<file path="config.mk">
export PLATFORM = sky130hd
export DESIGN_NAME = ysyx_22041207_cache_refill
export DESIGN_NICKNAME = d
export VERILOG_FILES = /design/src/rtl/ysyx_22041207_cache_pkg.sv /design/src/rtl/ysyx_22041207_sat_counter.sv /design/src/rtl/ysyx_22041207_cache_refill.sv
export SDC_FILE = /design/constraint.sdc
export NUM_CORES = 1
export LEC_CHECK = 0
export CORE_AREA = 10 10 242 244
export CTS_BUF_LIST = sky130_fd_sc_hd__clkbuf_4 sky130_fd_sc_hd__clkbuf_8
export DETAILED_ROUTE_END_ITERATION = 8
export DIE_AREA = 0 0 252 254
export GPL_TIMING_DRIVEN = 0
export PLACE_DENSITY = 0.47
export SKIP_LAST_GASP = 1
export SLEW_MARGIN = 20
export SYNTH_ARGS = -nofsm -noshare
export SYNTH_HDL_FRONTEND = slang
export SYNTH_SLANG_ARGS = --single-unit
</file>
<file path="constraint.sdc">
create_clock -name clk -period 14.72 [get_ports clk]
set_clock_uncertainty 0.15 [all_clocks]
set_input_delay 2.944 -clock clk [delete_from_list [all_inputs] [get_ports clk]]
set_output_delay 2.944 -clock clk [all_outputs]
set_load 0.02 [all_outputs]
</file>
<file path="src/rtl/ysyx_22041207_cache_pkg.sv">
// Shared definitions for the load-side cache refill controller:
// bus widths, address field bounds and the controller state encoding.
package ysyx_22041207_cache_pkg;

  localparam int unsigned ADDR_W   = 64;
  localparam int unsigned DATA_W   = 64;

  localparam int unsigned OFF_HI   = 2;
  localparam int unsigned OFF_LO   = 0;
  localparam int unsigned INDEX_HI = 4;
  localparam int unsigned INDEX_LO = 3;
  localparam int unsigned TAG_HI   = 63;
  localparam int unsigned TAG_LO   = 5;

  typedef enum logic [2:0] {
    ST_IDLE     = 3'd0,
    ST_LOOKUP   = 3'd1,
    ST_MEM_REQ  = 3'd2,
    ST_MEM_WAIT = 3'd3,
    ST_FILL     = 3'd4,
    ST_RESP     = 3'd5
  } state_e;

endpackage

</file>
<file path="src/rtl/ysyx_22041207_sat_counter.sv">
// Saturating up-counter used for the hit/miss performance counters.
module ysyx_22041207_sat_counter #(
  parameter int unsigned CNT_W = 32
) (
  input  logic             clk,
  input  logic             rst,
  input  logic             inc,
  output logic [CNT_W-1:0] count
);

  logic [CNT_W-1:0] r_count;

  always_ff @(posedge clk or posedge rst) begin
    if (rst) begin
      r_count <= '0;
    end else if (inc && (r_count != '1)) begin
      r_count <= r_count + CNT_W'(1);
    end
  end

  assign count = r_count;

endmodule

</file>
<file path="src/rtl/ysyx_22041207_cache_refill.sv">
// Blocking load path: cache lookup, single-beat memory refill on a miss,
// fill suppression when a store invalidates the in-flight line.
module ysyx_22041207_cache_refill #(
  parameter int unsigned ADDR_W = ysyx_22041207_cache_pkg::ADDR_W,
  parameter int unsigned DATA_W = ysyx_22041207_cache_pkg::DATA_W,
  parameter int unsigned CNT_W  = 32
) (
  input  logic              clk,
  input  logic              rst,
  input  logic              req_valid,
  input  logic [ADDR_W-1:0] req_addr,
  output logic              req_ready,
  output logic              rsp_valid,
  output logic [DATA_W-1:0] rsp_data,
  output logic [ADDR_W-1:0] lookup_addr,
  input  logic              hit,
  input  logic [DATA_W-1:0] hit_data,
  output logic              fill_en,
  output logic [ADDR_W-1:0] fill_addr,
  output logic [DATA_W-1:0] fill_data,
  input  logic              inv_valid,
  input  logic [ADDR_W-1:0] inv_addr,
  output logic              mem_req_valid,
  input  logic              mem_req_ready,
  output logic [ADDR_W-1:0] mem_req_addr,
  input  logic              mem_rsp_valid,
  input  logic [DATA_W-1:0] mem_rsp_data,
  output logic [CNT_W-1:0]  hit_cnt,
  output logic [CNT_W-1:0]  miss_cnt
);

  import ysyx_22041207_cache_pkg::*;

  localparam int unsigned OFF_W   = OFF_HI - OFF_LO + 1;
  localparam int unsigned TAG_TOP = (TAG_HI < ADDR_W) ? TAG_HI : ADDR_W - 1;

  state_e            r_state;
  state_e            w_next;
  logic [ADDR_W-1:0] r_addr;
  logic [DATA_W-1:0] r_data;
  logic              r_stale;
  logic              w_inv_hit;
  logic              w_hit_inc;
  logic              w_miss_inc;

  // Same line means same tag and index; the byte offset is irrelevant.
  assign w_inv_hit = inv_valid
                  && (inv_addr[TAG_TOP:TAG_LO]     == r_addr[TAG_TOP:TAG_LO])
                  && (inv_addr[INDEX_HI:INDEX_LO] == r_addr[INDEX_HI:INDEX_LO]);

  always_comb begin
    w_next = r_state;
    case (r_state)
      ST_IDLE:     if (req_valid) w_next = ST_LOOKUP;
      ST_LOOKUP:   w_next = hit ? ST_RESP : ST_MEM_REQ;
      ST_MEM_REQ:  if (mem_req_ready) w_next = mem_rsp_valid ? ST_FILL : ST_MEM_WAIT;
      ST_MEM_WAIT: if (mem_rsp_valid) w_next = ST_FILL;
      ST_FILL:     w_next = ST_RESP;
      ST_RESP:     w_next = ST_IDLE;
      default:     w_next = ST_IDLE;
    endcase
  end

  always_ff @(posedge clk or posedge rst) begin
    if (rst) begin
      r_state <= ST_IDLE;
      r_addr  <= '0;
      r_data  <= '0;
      r_stale <= 1'b0;
    end else begin
      r_state <= w_next;
      case (r_state)
        ST_IDLE:     if (req_valid) r_addr <= req_addr;
        ST_LOOKUP:   if (hit) r_data <= hit_data;
        ST_MEM_REQ:  if (mem_req_ready && mem_rsp_valid) r_data <= mem_rsp_data;
        ST_MEM_WAIT: if (mem_rsp_valid) r_data <= mem_rsp_data;
        default:     ;
      endcase
      if ((r_state == ST_IDLE) && req_valid) begin
        r_stale <= 1'b0;
      end else if (w_inv_hit && ((r_state == ST_MEM_REQ) || (r_state == ST_MEM_WAIT)
                                 || (r_state == ST_FILL))) begin
        r_stale <= 1'b1;
      end
    end
  end

  assign req_ready     = (r_state == ST_IDLE);
  assign rsp_valid     = (r_state == ST_RESP);
  assign rsp_data      = r_data;
  assign lookup_addr   = (r_state == ST_IDLE) ? req_addr : r_addr;
  // An invalidate landing in the fill cycle itself also blocks the write.
  assign fill_en       = (r_state == ST_FILL) && !r_stale && !w_inv_hit;
  assign fill_addr     = r_addr;
  assign fill_data     = r_data;
  assign mem_req_valid = (r_state == ST_MEM_REQ);
  assign mem_req_addr  = {r_addr[ADDR_W-1:OFF_HI+1], {OFF_W{1'b0}}};

  assign w_hit_inc  = (r_state == ST_LOOKUP) && hit;
  assign w_miss_inc = (r_state == ST_LOOKUP) && !hit;

  ysyx_22041207_sat_counter #(.CNT_W(CNT_W)) u_hit_cnt (
    .clk   (clk),
    .rst   (rst),
    .inc   (w_hit_inc),
    .count (hit_cnt)
  );

  ysyx_22041207_sat_counter #(.CNT_W(CNT_W)) u_miss_cnt (
    .clk   (clk),
    .rst   (rst),
    .inc   (w_miss_inc),
    .count (miss_cnt)
  );

endmodule

</file>
---- Word-level counts from Yosys, hierarchy flattened ----
Cells that the tools add are included.
word-level totals
  register bits ........................... 196
  input bits .............................. 263
operators by class
  add/subtract/negate cells ............... 2
  equality and inequality tests ........... 14
  muxes and demuxes ....................... 13
  reductions and logical operators ........ 22
operator list
  operator                                             count
  2-to-1 mux 64 bit                                    4
  one-hot mux 64 bit (3 select lines)                  1
  adder 32 x 1 -> 32 bit, second input constant        2
  != test 32 bit, second input constant                2
  equality test 59 bit                                 1
  2-to-1 mux 3 bit                                     5
  one-hot mux 3 bit (5 select lines)                   1
  logical AND 1 bit                                    11
  equality test 3 x 2 -> 1 bit, second input constant  2
  equality test 3 bit, second input constant           2
  != test 2 bit, second input constant                 3
  != test 2 x 1 -> 1 bit, second input constant        2
  AND reduction 4 bit                                  1
  equality test 3 x 1 -> 1 bit, second input constant  1
  zero test 1 bit                                      3
  zero test 3 bit                                      1
  AND reduction 3 bit                                  1
  nonzero test 3 bit                                   1
  equality test 2 bit                                  1
  logical OR 1 bit                                     2
  2-to-1 mux 1 bit                                     2
  AND reduction 2 bit                                  1
  nonzero test 2 bit                                   1

---- Logic depth before layout (Yosys ltp) ----
  word-level depth ........................ 6
  depth in mapped cells ................... 8
  depth with buffers taken out ............ 7

---- Cells and area by module ----
From an unflattened synthesis, not the netlist that was laid out.
second synthesis, totals
  cells, all modules ...................... 1033
  area, all modules ....................... 11133.2 µm²
by module, submodules not included
  module                      times used  cells each  area an instance (µm²)  seq. area each (µm²)
  ysyx_22041207_cache_refill  1           755         8010.2                  3303.2
  ysyx_22041207_sat_counter   2           139         1561.5                  800.8

---- Least setup slack after synthesis ----
Ideal clock, no wire load.
  path kind ............................... input -> output
  start point ............................. input port inv_addr[35]
  end point ............................... output port fill_en
  data arrival time ....................... 3.986 ns
  setup slack ............................. 7.640 ns
  stages .................................. 6
  buffers on the path ..................... 0
  path through ............................ xnor2_1 nand4_1 nor4_1 nand2_1 nor4_1 nor2_1
on the way
  longest elaborated chain between the ends .. 5
RTL lines
  element               RTL line                          source
  from (decl)           ysyx_22041207_cache_refill.sv:22  input logic [ADDR_W-1:0] inv_addr,
  equality test 59 bit  ysyx_22041207_cache_refill.sv:48  && (inv_addr[TAG_TOP:TAG_LO] == r_addr[TAG_TOP:TAG_LO])
  logical AND 1 bit     ysyx_22041207_cache_refill.sv:48
  logical AND 1 bit     ysyx_22041207_cache_refill.sv:49  && (inv_addr[INDEX_HI:INDEX_LO] == r_addr[INDEX_HI:INDEX_LO]);
  zero test 1 bit       ysyx_22041207_cache_refill.sv:93  assign fill_en = (r_state == ST_FILL) && !r_stale && !w_inv_hit;
  logical AND 1 bit     ysyx_22041207_cache_refill.sv:93
  to (decl)             ysyx_22041207_cache_refill.sv:18  output logic fill_en,
No other way between the ends.

---- Worst setup path after layout ----
  start point ............................. input port inv_addr[54]
  end point ............................... output port fill_en
Same word-level chain as after synthesis.

==> impl_metrics.tcl <==
set metrics [dict create \
    status "completed" \
    crit_path_start_kind "primary input" \
    rrSetupSlack_ns 11.69 \
    num-nets-final 1986 \
    die_w_um 252 \
    synth_edf_count 0 \
    core-area_mm2 0.05360 \
    postSynthAreaPerCell_um2 10.39 \
    drive_above_1_share 0.1707 \
    leakage_uw 0.007892 \
    yosys.area.top_type "dfrtp_1" \
    h-tree-depth 4 \
    max_freq_mhz 107.2 \
    hold_violations 0 \
    io-pin-count 651 \
    synth_async_sr_flop_share 1.000 \
    dp_hpwl_um 49620 \
    synth-seq-cells 196 \
    post_cts_buffers 0 \
    wl_per_cell_um 24.41 \
    r2r_end "r_stale$_DFFE_PP0P_" \
    wl_met3_um 4663 \
    num_vias 10280 \
    hp-class "reg2reg" \
    grt_pass1_wl_um 82320 \
    clk_latency_ns 0.57 \
    met2WireLength_um 30520 \
    fin_util 0.3502 \
    synth_common_cells "dfrtp_1, buf_4, mux2_2, nor2_1, a21oi_1" \
    drt-pass1-iter-count 5 \
    wl_um 59400 \
    slew_headroom 0.3055 \
    cts_resized 0 \
    ys.flop_type "dfrtp_1" \
    worstPathMaxFanout 2 \
    grt_pass1_vias 10550 \
    synth_top_area_frac 0.4479 \
    yosysSeqAreaShare 0.4479 \
    globalRouteTotalUtil 0.1799 \
    critPathKind "in2out" \
    powerDensity_mw_per_mm2 230.7 \
    antenna_found_initial 9 \
    muxShareOfSynthArea 0.1727 \
    area_growth_pct 71.42 \
    drtIter0Drc 447 \
    synth_cell_types 49 \
    cts_tree "yes" \
    worstReg2RegStart "fill_addr[54]$_DFFE_PP0P_" \
    std_cell_rows 85 \
    cp-end-kind "primary output" \
    period_share 0.6337 \
    cts_buffers 17 \
    finalPower_uw 4330 \
    ctsHoldBuffers 0 \
    syn_inst 1054 \
    wl_met1_um 23220 \
    synth_adder_area_share 0.002285 \
    cts.clk_slew.worst_paths_ns 0.10 \
    clk_root_buffer_cell "clkbuf_8" \
    place.gp.congestion 0.8398 \
    cap_violations 0 \
    synth_area_mm2 0.01095 \
    layout_min_cycle_time_ns 9.328 \
    grt_start_max_net_pins 89 \
    r2r_cells 6 \
    postRouteAntennaNets 0 \
    viasPerCell 4.224 \
    synth_area_leaders "dfrtp_1, mux2_2, buf_4" \
    synthSimpleGateAreaFrac 0.1193 \
    io_buffers 644 \
    die_h_um 254 \
    drc 0 \
    synth.most_common_cell "dfrtp_1" \
    start_util 0.2043 \
    ir_drop_mv 0.09941 \
    hold_slack_ns 0.3461 \
    overflow 0 \
    die-area_mm2 0.06401 \
    setup_viol 0 \
    synth-compound-area-share 0.05645 \
    critPathRequiredTime_ns 11.63 \
    setup_tns_ns 0 \
    min_from "u_hit_cnt.count[15]$_DFFE_PP0P_" \
    synth_xor_area_frac 0.08959 \
    rsz0062_at_grt "no" \
    synth_top_family_by_area "multiplexers" \
    worstHoldPathCells 1 \
    nFillCells 5439 \
    numClockSinks 196 \
    slew_viol_final 0 \
    clockBufferDepth 2 \
    yosys_warnings 0 \
    worstPathArrival_ns 6.23 \
    worst_pin_slew_ns 1.042 \
    highest_layer "met5" \
    whs_endpoint "u_hit_cnt.count[15]$_DFFE_PP0P_" \
]
[worst max-delay path by stage]
stage	startpoint	endpoint	slack [ns]
4_1_cts	inv_addr[54]	fill_en	5.40
2_1_floorplan	rst	fill_addr[0]$_DFFE_PP0P_	6.29
3_5_place_dp	inv_addr[54]	fill_en	5.43
3_3_place_gp	rst	u_hit_cnt.count[15]$_DFFE_PP0P_	2.67
6_report	inv_addr[54]	fill_en	5.39
5_1_grt	inv_addr[54]	fill_en	5.32
[critical path, stage by stage]
cell and delay (ns):
clkdlybuf4s50_1 0.41, xnor2_1 0.23, nand4_1 0.17, nor4_1 0.81, nand2_1 0.23, nor4_2 0.71, nor2_1 0.10, clkdlybuf4s50_1 0.62
[power by group]
part	internal, uW	switching, uW
clock	172	222
combinational	1450	1470
sequential	733	284
[metrics by stage]
step                      instances  worst slack (ns)  cell area (um2)
final                          2433             5.392            18770
after global routing           2433             5.319            18770
after CTS                      2430             5.404            18760
after detailed placement       2398             5.432            18340
after global placement         2396             2.670            18270
after floorplan                1056             6.285            10960
[area by class of cell]
class / count / area (um2) / area share
multi-input cells: 670 / 4838 / 0.2578
plain buffers: 171 / 1150 / 0.06126
diodes: 3 / 7.507 / 0.0004000
inverters: 19 / 78.83 / 0.004200
clock inverters: 9 / 120.1 / 0.006400
repair buffers: 646 / 6501 / 0.3464
well taps: 696 / 870.8 / 0.04640
flip-flops and latches: 196 / 4905 / 0.2613
clock buffers: 23 / 297.8 / 0.01587
[kinds of logic after synthesis]
family | after synthesis
mux | 175
simple gates | 267
fa+ha+maj | 2
buf+inv | 190
compound gates | 111
flops | 196
xor+xnor | 112
other cells | 1
[layout by cell type, fill, tap and decap left out, types with 4 or more instances in the layout]
cell,Yosys,routed
clkbuf_8,0,20
nand2_1,56,56
mux2i_1,64,64
inv_1,19,18
nor2_1,95,95
clkdlybuf4s50_1,0,644
xor2_1,48,48
buf_1,4,4
buf_2,12,12
clkbuf_1,25,24
buf_4,129,129
and3_1,15,15
dfrtp_1,196,196
nor3_1,12,12
xnor2_1,64,64
mux2_2,111,111
nand4_1,24,24
nand3_1,25,25
a21oi_1,70,70
nor4_1,14,13
o21ai_0,22,22
and4_1,7,7
[flip-flops by register name, summed over array words and instances, names as in the netlist]
name / cells
fill_addr: 64
fill_data: 64
u_hit_cnt.count: 32
u_miss_cnt.count: 32
r_state: 3
r_stale: 1
[layer usage]
layer	vias up	GRT usage
met5	-	0
met4	10	0.05210
met3	45	0.06548
met2	365	0.3166
met1	5035	0.2000
li1	4822	-
Note: power is estimated with default switching activity, not from simulation.
